$ cat config.mk
export PLATFORM = sky130hd
export DESIGN_NAME = heap_array_allocator
export DESIGN_NICKNAME = d
export VERILOG_FILES = /design/src/rtl/heap_array_allocator.sv
export SDC_FILE = /design/constraint.sdc
export NUM_CORES = 1
export LEC_CHECK = 0
export CAP_MARGIN = 0
export CORE_MARGIN = 2
export CORE_UTILIZATION = 25
export CTS_CLUSTER_SIZE = 30
export DETAILED_ROUTE_END_ITERATION = 8
export PLACE_DENSITY = 0.47
export SYNTH_ARGS = -nofsm -noshare
export SYNTH_HDL_FRONTEND = slang
export SYNTH_SLANG_ARGS = --single-unit
$ cat constraint.sdc
create_clock -name clock -period 4.8 [get_ports clock]
set_input_delay 1.2 -clock clock [delete_from_list [all_inputs] [get_ports clock]]
set_output_delay 1.2 -clock clock [all_outputs]
set_load 0.05 [all_outputs]
$ cat src/rtl/heap_array_allocator.sv
// heap_array_allocator
//   Arbitrates heap-array allocate/free requests from two requesters and owns
//   the array-handle resources: the LIFO stack of freed handles, the
//   high-water allocation counter, the allocated bitmap and the per-array
//   size table. Heap memory itself lives outside (addressed handle*NArea+index).
//
// Ports
//   clock       rising-edge clock
//   reset       asynchronous active-low reset, clears all state
//   req_valid   per-requester request, held until matching ack
//   req_free    per-requester op: 0 allocate, 1 free
//   req_array   per-requester handle to free, requester r at [r*W +: W]
//   ack         one-cycle completion pulse per requester
//   ack_array   handle allocated or freed
//   ack_error   op rejected (valid with ack), no state change
//   len_valid   array-length update strobe
//   len_array   handle being written
//   len_index   element index written
//   size_array  size-query handle
//   size_out    size of size_array (0 when out of range)
//   in_use      number of currently allocated handles
//   allocs      number of handles ever minted
module heap_array_allocator #(
  parameter int MemoryElementWidth = 12,
  parameter int NArrays            = 4,
  parameter int NArea              = 2
) (
  input  logic                            clock,
  input  logic                            reset,
  input  logic [1:0]                      req_valid,
  input  logic [1:0]                      req_free,
  input  logic [2*MemoryElementWidth-1:0] req_array,
  output logic [1:0]                      ack,
  output logic [MemoryElementWidth-1:0]   ack_array,
  output logic                            ack_error,
  input  logic                            len_valid,
  input  logic [MemoryElementWidth-1:0]   len_array,
  input  logic [MemoryElementWidth-1:0]   len_index,
  input  logic [MemoryElementWidth-1:0]   size_array,
  output logic [MemoryElementWidth-1:0]   size_out,
  output logic [MemoryElementWidth-1:0]   in_use,
  output logic [MemoryElementWidth-1:0]   allocs
);

  localparam int W = MemoryElementWidth;
  localparam logic [W-1:0] NARR  = W'(NArrays);
  localparam logic [W-1:0] NAREA = W'(NArea);
  localparam logic [W-1:0] ONE   = W'(1);

  typedef enum logic {IDLE, ACK} state_t;

  state_t               state_q, state_d;
  logic                 rr_q, rr_d;
  logic                 win_q, win_d;
  logic [W-1:0]         ack_array_q, ack_array_d;
  logic                 ack_error_q, ack_error_d;
  logic [W-1:0]         allocs_q, allocs_d;
  logic [W-1:0]         in_use_q, in_use_d;
  logic [W-1:0]         top_q, top_d;
  logic [W-1:0]         freed_q [NArrays];
  logic [W-1:0]         freed_d [NArrays];
  logic [NArrays-1:0]   bitmap_q, bitmap_d;
  logic [W-1:0]         sizes_q [NArrays];
  logic [W-1:0]         sizes_d [NArrays];

  logic                 go;
  logic                 win;
  logic                 op_free;
  logic [W-1:0]         op_arr;
  logic [W-1:0]         handle;
  logic                 got_handle;
  logic                 free_ok;

  always_comb begin
    state_d     = state_q;
    rr_d        = rr_q;
    win_d       = win_q;
    ack_array_d = ack_array_q;
    ack_error_d = ack_error_q;
    allocs_d    = allocs_q;
    in_use_d    = in_use_q;
    top_d       = top_q;
    freed_d     = freed_q;
    bitmap_d    = bitmap_q;
    sizes_d     = sizes_q;
    go          = 1'b0;
    win         = 1'b0;
    handle      = '0;
    got_handle  = 1'b0;
    free_ok     = 1'b0;

    // Arbitration: a lone requester wins; a tie goes to the pointer.
    if (state_q == IDLE) begin
      unique case (req_valid)
        2'b01:   begin go = 1'b1; win = 1'b0; end
        2'b10:   begin go = 1'b1; win = 1'b1; end
        2'b11:   begin go = 1'b1; win = rr_q; end
        default: go = 1'b0;
      endcase
    end else begin
      state_d = IDLE;
    end

    op_free = win ? req_free[1] : req_free[0];
    op_arr  = win ? req_array[2*W-1:W] : req_array[W-1:0];

    // Length update is evaluated first so an allocation on the same
    // handle in the same edge overrides it with its clear to 0.
    if (len_valid && (len_index < NAREA)) begin
      for (int unsigned i = 0; i < NArrays; i++) begin
        if ((len_array == W'(i)) && bitmap_q[i] && (sizes_q[i] <= len_index))
          sizes_d[i] = len_index + ONE;
      end
    end

    if (go) begin
      state_d = ACK;
      win_d   = win;
      rr_d    = ~win;
      if (!op_free) begin
        if (top_q != '0) begin
          top_d      = top_q - ONE;
          got_handle = 1'b1;
          for (int unsigned i = 0; i < NArrays; i++)
            if (top_q - ONE == W'(i)) handle = freed_q[i];
        end else if (allocs_q < NARR) begin
          handle     = allocs_q;
          allocs_d   = allocs_q + ONE;
          got_handle = 1'b1;
        end
        if (got_handle) begin
          for (int unsigned i = 0; i < NArrays; i++) begin
            if (handle == W'(i)) begin
              bitmap_d[i] = 1'b1;
              sizes_d[i]  = '0;
            end
          end
          in_use_d    = in_use_q + ONE;
          ack_array_d = handle;
          ack_error_d = 1'b0;
        end else begin
          ack_array_d = '0;
          ack_error_d = 1'b1;
        end
      end else begin
        // Out-of-range handles never match, so they fall through as errors.
        for (int unsigned i = 0; i < NArrays; i++)
          if ((op_arr == W'(i)) && bitmap_q[i]) free_ok = 1'b1;
        ack_array_d = op_arr;
        ack_error_d = ~free_ok;
        if (free_ok) begin
          for (int unsigned i = 0; i < NArrays; i++) begin
            if (op_arr == W'(i)) bitmap_d[i] = 1'b0;
            if (top_q == W'(i))  freed_d[i]  = op_arr;
          end
          top_d    = top_q + ONE;
          in_use_d = in_use_q - ONE;
        end
      end
    end
  end

  always_ff @(posedge clock or negedge reset) begin
    if (!reset) begin
      state_q     <= IDLE;
      rr_q        <= 1'b0;
      win_q       <= 1'b0;
      ack_array_q <= '0;
      ack_error_q <= 1'b0;
      allocs_q    <= '0;
      in_use_q    <= '0;
      top_q       <= '0;
      bitmap_q    <= '0;
      for (int unsigned i = 0; i < NArrays; i++) begin
        freed_q[i] <= '0;
        sizes_q[i] <= '0;
      end
    end else begin
      state_q     <= state_d;
      rr_q        <= rr_d;
      win_q       <= win_d;
      ack_array_q <= ack_array_d;
      ack_error_q <= ack_error_d;
      allocs_q    <= allocs_d;
      in_use_q    <= in_use_d;
      top_q       <= top_d;
      bitmap_q    <= bitmap_d;
      freed_q     <= freed_d;
      sizes_q     <= sizes_d;
    end
  end

  always_comb begin
    size_out = '0;
    for (int unsigned i = 0; i < NArrays; i++)
      if (size_array == W'(i)) size_out = sizes_q[i];
  end

  assign ack       = (state_q == ACK) ? (win_q ? 2'b10 : 2'b01) : 2'b00;
  assign ack_array = ack_array_q;
  assign ack_error = ack_error_q;
  assign in_use    = in_use_q;
  assign allocs    = allocs_q;

endmodule

==> results_dict.tcl, run 1 <==
set metrics [dict create \
    ff2ff_setup_slack_ns 0.69 \
    layout_min_cycle_time_ns 4.24 \
    core_um2 35300 \
    p_int_uw 2910 \
    power_density_nw_per_um2 437 \
    synthArstFlopShare_pct 100 \
    via_count 7051 \
    switching_share_pct 40.7 \
    worst_r2r_endpoint "sizes_q[7]$_DFF_PN0_" \
    crit_arrival_ns 3.04 \
    place_congestion 0.791 \
    insertedDiodeCount 0 \
    relSlewSlack_pct 33.2 \
    yosysSeqAreaShare_pct 42.7 \
    layout-drive-gt1-share_pct 11.3 \
    rsz0062_at_grt "false" \
    die_h_um 193 \
    synthCells 901 \
    hold_class "reg2reg" \
    syn_area_per_cell_um2 9.88 \
    cpPeakStageDelay_ns 0.51 \
    area_growth_syn_to_layout_pct 26.0 \
    initial_core_util_pct 25.2 \
    hold_buffers 0 \
    worst-r2r-cell-count 11 \
    hold-worst-slack_ns 0.397 \
    final_nets 1148 \
    numCtsBuffers 17 \
    finalHoldViolCount 0 \
    port_buffers 117 \
    path_cells "clkdlybuf4s50_1 -> nor4_1 -> nand3_1 -> nor2b_1 -> buf_12" \
    p_clk_share_pct 27.9 \
    synth_area_um2 8900 \
    setup_viol 0 \
    fin_area_um2 11200 \
    via_per_inst 4.74 \
    fillers 3645 \
    cts_setup_buffers 0 \
    cts.htree.levels 4 \
    dp_hpwl_um 20000 \
    clock_latency_ns 0.45 \
    cp-end-kind "output port" \
    critPathRequiredTime_ns 3.60 \
    yosysMostFrequentCell "dfrtp_1" \
    min_path_cells 0 \
    clock_path_buffers 2 \
    final_cells 1489 \
    dp.cells 1457 \
    track_usage_pct 15.1 \
    drtIter0Drc 384 \
    cts_tree "built" \
    grt_remaining_overflow 0 \
    cts_resized 0 \
    critPathLaunchType "input port" \
    io_pins 118 \
    synth_edf_count 0 \
    cts.sink_count 152 \
    seq_power_share_pct 32.8 \
    p_switching_uw 1990 \
    tns_ns 0 \
    worstHoldStart "allocs[6]$_DFFE_PN0P_" \
    grt_pass1_vias 7206 \
    synth_warnings 0 \
    die_x_um 193 \
    min_to "allocs[6]$_DFFE_PN0P_" \
    drcViolationCount 0 \
    cp_max_fo 12 \
    synthTopCellsByArea "dfrtp_1 43%, ha_1 9.1%, and2_1 4.8%" \
    die-area_um2 37100 \
    syn-num-nets 1034 \
    drt_pass1_iterations 5 \
    ys.flop_type "dfrtp_1" \
    antenna_found_initial 0 \
    antenna_left 0 \
    crit_slowest_cell "nand3_1" \
    dpl_cell_area_um2 10600 \
    maxCapViolCount 0 \
    ir_drop_mv 0.223 \
    r2r_start "top_q[1]$_DFFE_PN0P_" \
    period_share_pct 88.3 \
    grt_max_degree 103 \
    rows 69 \
    slew_violations 0 \
    tightestPinTransition_ns 1.00 \
    drt-total-wl_um 26800 \
    fmax_mhz 236 \
    wl_per_cell_um 18.0 \
    clk_pin_slew_ns 0.06 \
    power.leakage_uw 0.00513 \
    ys_ff_latch 152 \
    status "complete, no violations" \
    root_buffer "clkbuf_16" \
    yosysTopAreaCell "dfrtp_1" \
    clock_skew_ns 0.0158 \
    grt_first_pass_wirelength_um 42200 \
    synthTopCellsByCount "152 x dfrtp_1, 69 x nor2_1, 68 x and2_1" \
    netlist.area_leader.share_pct 42.7 \
    yosysUniqueCellTypes 67 \
    comb_power_share_pct 39.3 \
    worstSetupPathType "in2out" \
]
per-layer routing:
metal | up-vias | global-route usage (%) | share of wire [%]
met3 | 18 | 2.60 | 4.1
met1 | 3431 | 20.7 | 49
met2 | 151 | 24.4 | 46
li1 | 3451 | - | -
met5 | - | 0 | 0
met4 | 0 | 3.99 | 1.1
worst max-delay path, delay by kind of cell:
family,cells,cell delay [ns]
buf+inv,2,0.57
simple gates,3,1.26
flip-flops by register name (all words and copies together) (netlist names):
signal / count
freed_q: 48
sizes_q: 48
ack_array: 12
allocs: 12
in_use: 12
top_q: 12
bitmap_q: 4
ack_error: 1
rr_q: 1
state_q: 1
win_q: 1
power groups by stage:
stage	clock [uW]	sequential, uW	combinational, uW
floorplan	0	1780	1130
global placement	0	1630	1910
detailed placement	0	1630	1920
CTS	1400	1610	1930
global route	1460	1630	2110
finish	1370	1610	1930
through the flow:
| stage | power, uW | utilization, % | setup slack [ns] |
|---|---|---|---|
| final | 4900 | 31.8 | 0.563 |
| after detailed placement | 3550 | 30.1 | 0.207 |
| after floorplan | 2910 | - | 0.402 |
| after CTS | 4940 | 31.8 | 0.495 |
| after global placement | 3550 | 30.1 | 0.239 |
| after global routing | 5200 | 31.8 | 0.372 |
cells by family after synthesis:
group / Yosys count / share of synthesized area (%)
AND/OR/NAND/NOR: 363 / 22.2
XOR/XNOR: 24 / 2.36
adder cells (fa/ha/maj): 66 / 9.36
buffers and inverters: 76 / 3.40
flip-flops: 152 / 42.7
multiplexers: 39 / 6.55
AO/OA/AOI/OAI: 181 / 13.4
how the worst max path moves through the flow:
stage,cells past startpoint,slack [ns],to,from
5_1_grt,9,0.37,sizes_q[23]$_DFF_PN0_,top_q[1]$_DFFE_PN0P_
4_1_cts,5,0.50,size_out[11],size_array[9]
2_1_floorplan,15,0.40,in_use[10]$_DFFE_PN0P_,req_valid[0]
6_report,5,0.56,size_out[11],size_array[9]
3_5_place_dp,10,0.21,freed_q[13]$_DFFE_PN0P_,req_valid[0]
3_3_place_gp,14,0.24,in_use[10]$_DFFE_PN0P_,req_valid[0]
cells in the final DEF (no fill, tap or decap), drive strengths merged, types with 22 or more instances in the layout:
| cell type | count |
|---|---|
| inv | 37 |
| dfrtp | 152 |
| ha | 65 |
| nor2b | 31 |
| nor2 | 69 |
| o21ai | 38 |
| clkdlybuf4s50 | 104 |
| nor3 | 22 |
| a21oi | 53 |
| buf | 31 |
| and2 | 68 |
| nand2 | 66 |
final cells by class:
| type | instances | area, um^2 | share of cell area [%] |
|---|---|---|---|
| multi-input combinational | 673 | 4800 | 42.8 |
| sequential | 152 | 3800 | 33.9 |
| timing repair buffer | 135 | 1320 | 11.7 |
| tap | 461 | 577 | 5.14 |
| clock buffer | 18 | 439 | 3.91 |
| clock inverter | 14 | 149 | 1.33 |
| inverter | 36 | 135 | 1.20 |
No activity file was read; power rests on OpenSTA's default activity.
==> run 2, diff against run 1 <==
--- a/config.mk
+++ b/config.mk
@@ -10,6 +10,7 @@
 export CORE_UTILIZATION = 25
 export CTS_CLUSTER_SIZE = 30
 export DETAILED_ROUTE_END_ITERATION = 8
+export GPL_TIMING_DRIVEN = 0
 export PLACE_DENSITY = 0.47
 export SYNTH_ARGS = -nofsm -noshare
 export SYNTH_HDL_FRONTEND = slang
==> results_dict.tcl, run 2 (synthesis results as in run 1) <==
set metrics [dict create \
    status "complete, no violations" \
    layout-drive-gt1-share_pct 9.70 \
    port_buffers 117 \
    power.leakage_uw 0.00520 \
    rows 69 \
    cp_max_fo 10 \
    grt_first_pass_wirelength_um 41600 \
    clk_pin_slew_ns 0.07 \
    drcViolationCount 0 \
    die-area_um2 37100 \
    clock_skew_ns 0.0177 \
    cp-end-kind "output port" \
    via_count 7058 \
    cpPeakStageDelay_ns 0.72 \
    root_buffer "clkbuf_16" \
    maxCapViolCount 0 \
    numCtsBuffers 17 \
    die_h_um 193 \
    insertedDiodeCount 0 \
    critPathMostFrequentCell "clkdlybuf4s50_1" \
    min_path_cells 1 \
    power_density_nw_per_um2 430 \
    initial_core_util_pct 25.2 \
    drt_pass1_iterations 4 \
    cts.htree.levels 4 \
    tightestPinTransition_ns 1.10 \
    dp_hpwl_um 20200 \
    io_pins 118 \
    worst-r2r-cell-count 13 \
    worstSetupPathType "in2out" \
    drtIter0Drc 330 \
    crit_arrival_ns 3.48 \
    die_x_um 193 \
    power_uw 4850 \
    period_share_pct 97.5 \
    area_growth_syn_to_layout_pct 26.8 \
    grt_pass1_vias 7102 \
    hold_class "reg2reg" \
    clock_path_buffers 2 \
    via_per_inst 4.66 \
    layout_min_cycle_time_ns 4.68 \
    fmax_mhz 214 \
    drt-total-wl_um 26500 \
    top_regs "freed_q x48, sizes_q x48" \
    layout_common_cells "152 x dfrtp_1, 111 x clkdlybuf4s50_1, 69 x nor2_1" \
    pre_cts_ws_ns -1.09 \
    relSlewSlack_pct 26.1 \
    core_um2 35300 \
    antenna_left 0 \
    cts.sink_count 152 \
    setup_ws_ns 0.118 \
    cts_tree "built" \
    crit_slowest_cell "clkdlybuf4s50_1" \
    slew_violations 0 \
    post-route-util_pct 32.0 \
    finalHoldViolCount 0 \
    track_usage_pct 14.8 \
    clock_latency_ns 0.44 \
    grt_max_degree 80 \
    setup_viol 0 \
    final_nets 1172 \
    critPathLaunchType "input port" \
    grt_remaining_overflow 0 \
    critPathRequiredTime_ns 3.60 \
    rsz0062_at_grt "false" \
    ir_drop_mv 0.254 \
    layout_commonest_cell "dfrtp_1" \
    place_congestion 0.822 \
    wl_per_cell_um 17.5 \
    path_cells "clkdlybuf4s50_1 -> buf_4 -> mux4_2 -> nor2b_1 -> clkdlybuf4s50_1" \
    antenna_found_initial 0 \
]
## run 2: cell count changes in the layout (fill, tap and decap cells not counted), sizes merged
| cell | change |
|---|---|
| clkbuf | +24 |
| buf | -12 |
| inv | +8 |
| clkdlybuf4s50 | +7 |
| clkinv | -5 |
| dlymetal6s2s | +5 |
| bufinv | -2 |
| clkinvlp | -1 |
## run 2: path summary, 6_finish.rpt
path | from | to | slack [ns]
max in group asynchronous | reset | sizes_q[18]$_DFF_PN0_ | 3.26
worst min register to register | allocs[11]$_DFFE_PN0P_ | allocs[11]$_DFFE_PN0P_ | 0.48
worst max register to register | top_q[1]$_DFFE_PN0P_ | sizes_q[46]$_DFF_PN0_ | 0.93
worst min-delay path | allocs[11]$_DFFE_PN0P_ | allocs[11]$_DFFE_PN0P_ | 0.48
min in group asynchronous | reset | in_use[9]$_DFFE_PN0P_ | 0.73
worst max-delay path | size_array[0] | size_out[6] | 0.12
## run 2: final cells by class
class                           count  area, um^2
Sequential cell                   152        3800
Clock inverter                     14         128
Inverter                           36         138
Timing Repair Buffer              120        1230
Clock buffer                       18         439
Tap cell                          461         577
Buffer                             39         170
Fill cell                        3659       24000
Multi-Input combinational cell    673        4800
## run 2: metrics by stage
| step | hold WS, ns | cell area, um^2 | cells | setup TNS, ns |
|---|---|---|---|---|
| 4_1_cts | 0.485 | 11300 | 1511 | 0 |
| 3_5_place_dp | 0.467 | 10700 | 1480 | -10.82 |
| 2_1_floorplan | 0.444 | 8900 | 901 | 0 |
| 6_report | 0.478 | 11300 | 1513 | 0 |
| 3_3_place_gp | 0.464 | 10700 | 1479 | -659.48 |
| 5_1_grt | 0.493 | 11300 | 1513 | 0 |
## run 2: where the power goes
group	internal [uW]	switching, uW
Combinational	727	1280
Sequential	1410	112
Clock	700	623
Total	2840	2010
## run 2: what timing repair did
item                       4_1_cts  5_1_grt
setup endpoints to repair       17        9
resized for setup                8        7
hold buffers                     0        0
buffers inserted                 0        2
## run 2: critical path, delay by kind of cell
family / cells / cell delay (ns)
multiplexers: 1 / 0.53
buffers and inverters: 3 / 1.61
AND/OR/NAND/NOR: 1 / 0.14
## run 2: metal layers
layer / vias to the layer above / track usage, % / routed length (um)
li1: 3489 / - / -
met1: 3415 / 20.7 / 13000
met2: 143 / 23.5 / 12100
met3: 11 / 2.87 / 1110
met4: 0 / 3.73 / 242
met5: - / 0 / 0
==> run 3, diff against run 2 <==
--- a/config.mk
+++ b/config.mk
@@ -15,3 +15,4 @@
 export SYNTH_ARGS = -nofsm -noshare
 export SYNTH_HDL_FRONTEND = slang
 export SYNTH_SLANG_ARGS = --single-unit
+export TNS_END_PERCENT = 100
==> results of run 3 <==
Final layout, timing and power as in run 2 (identical DEF).
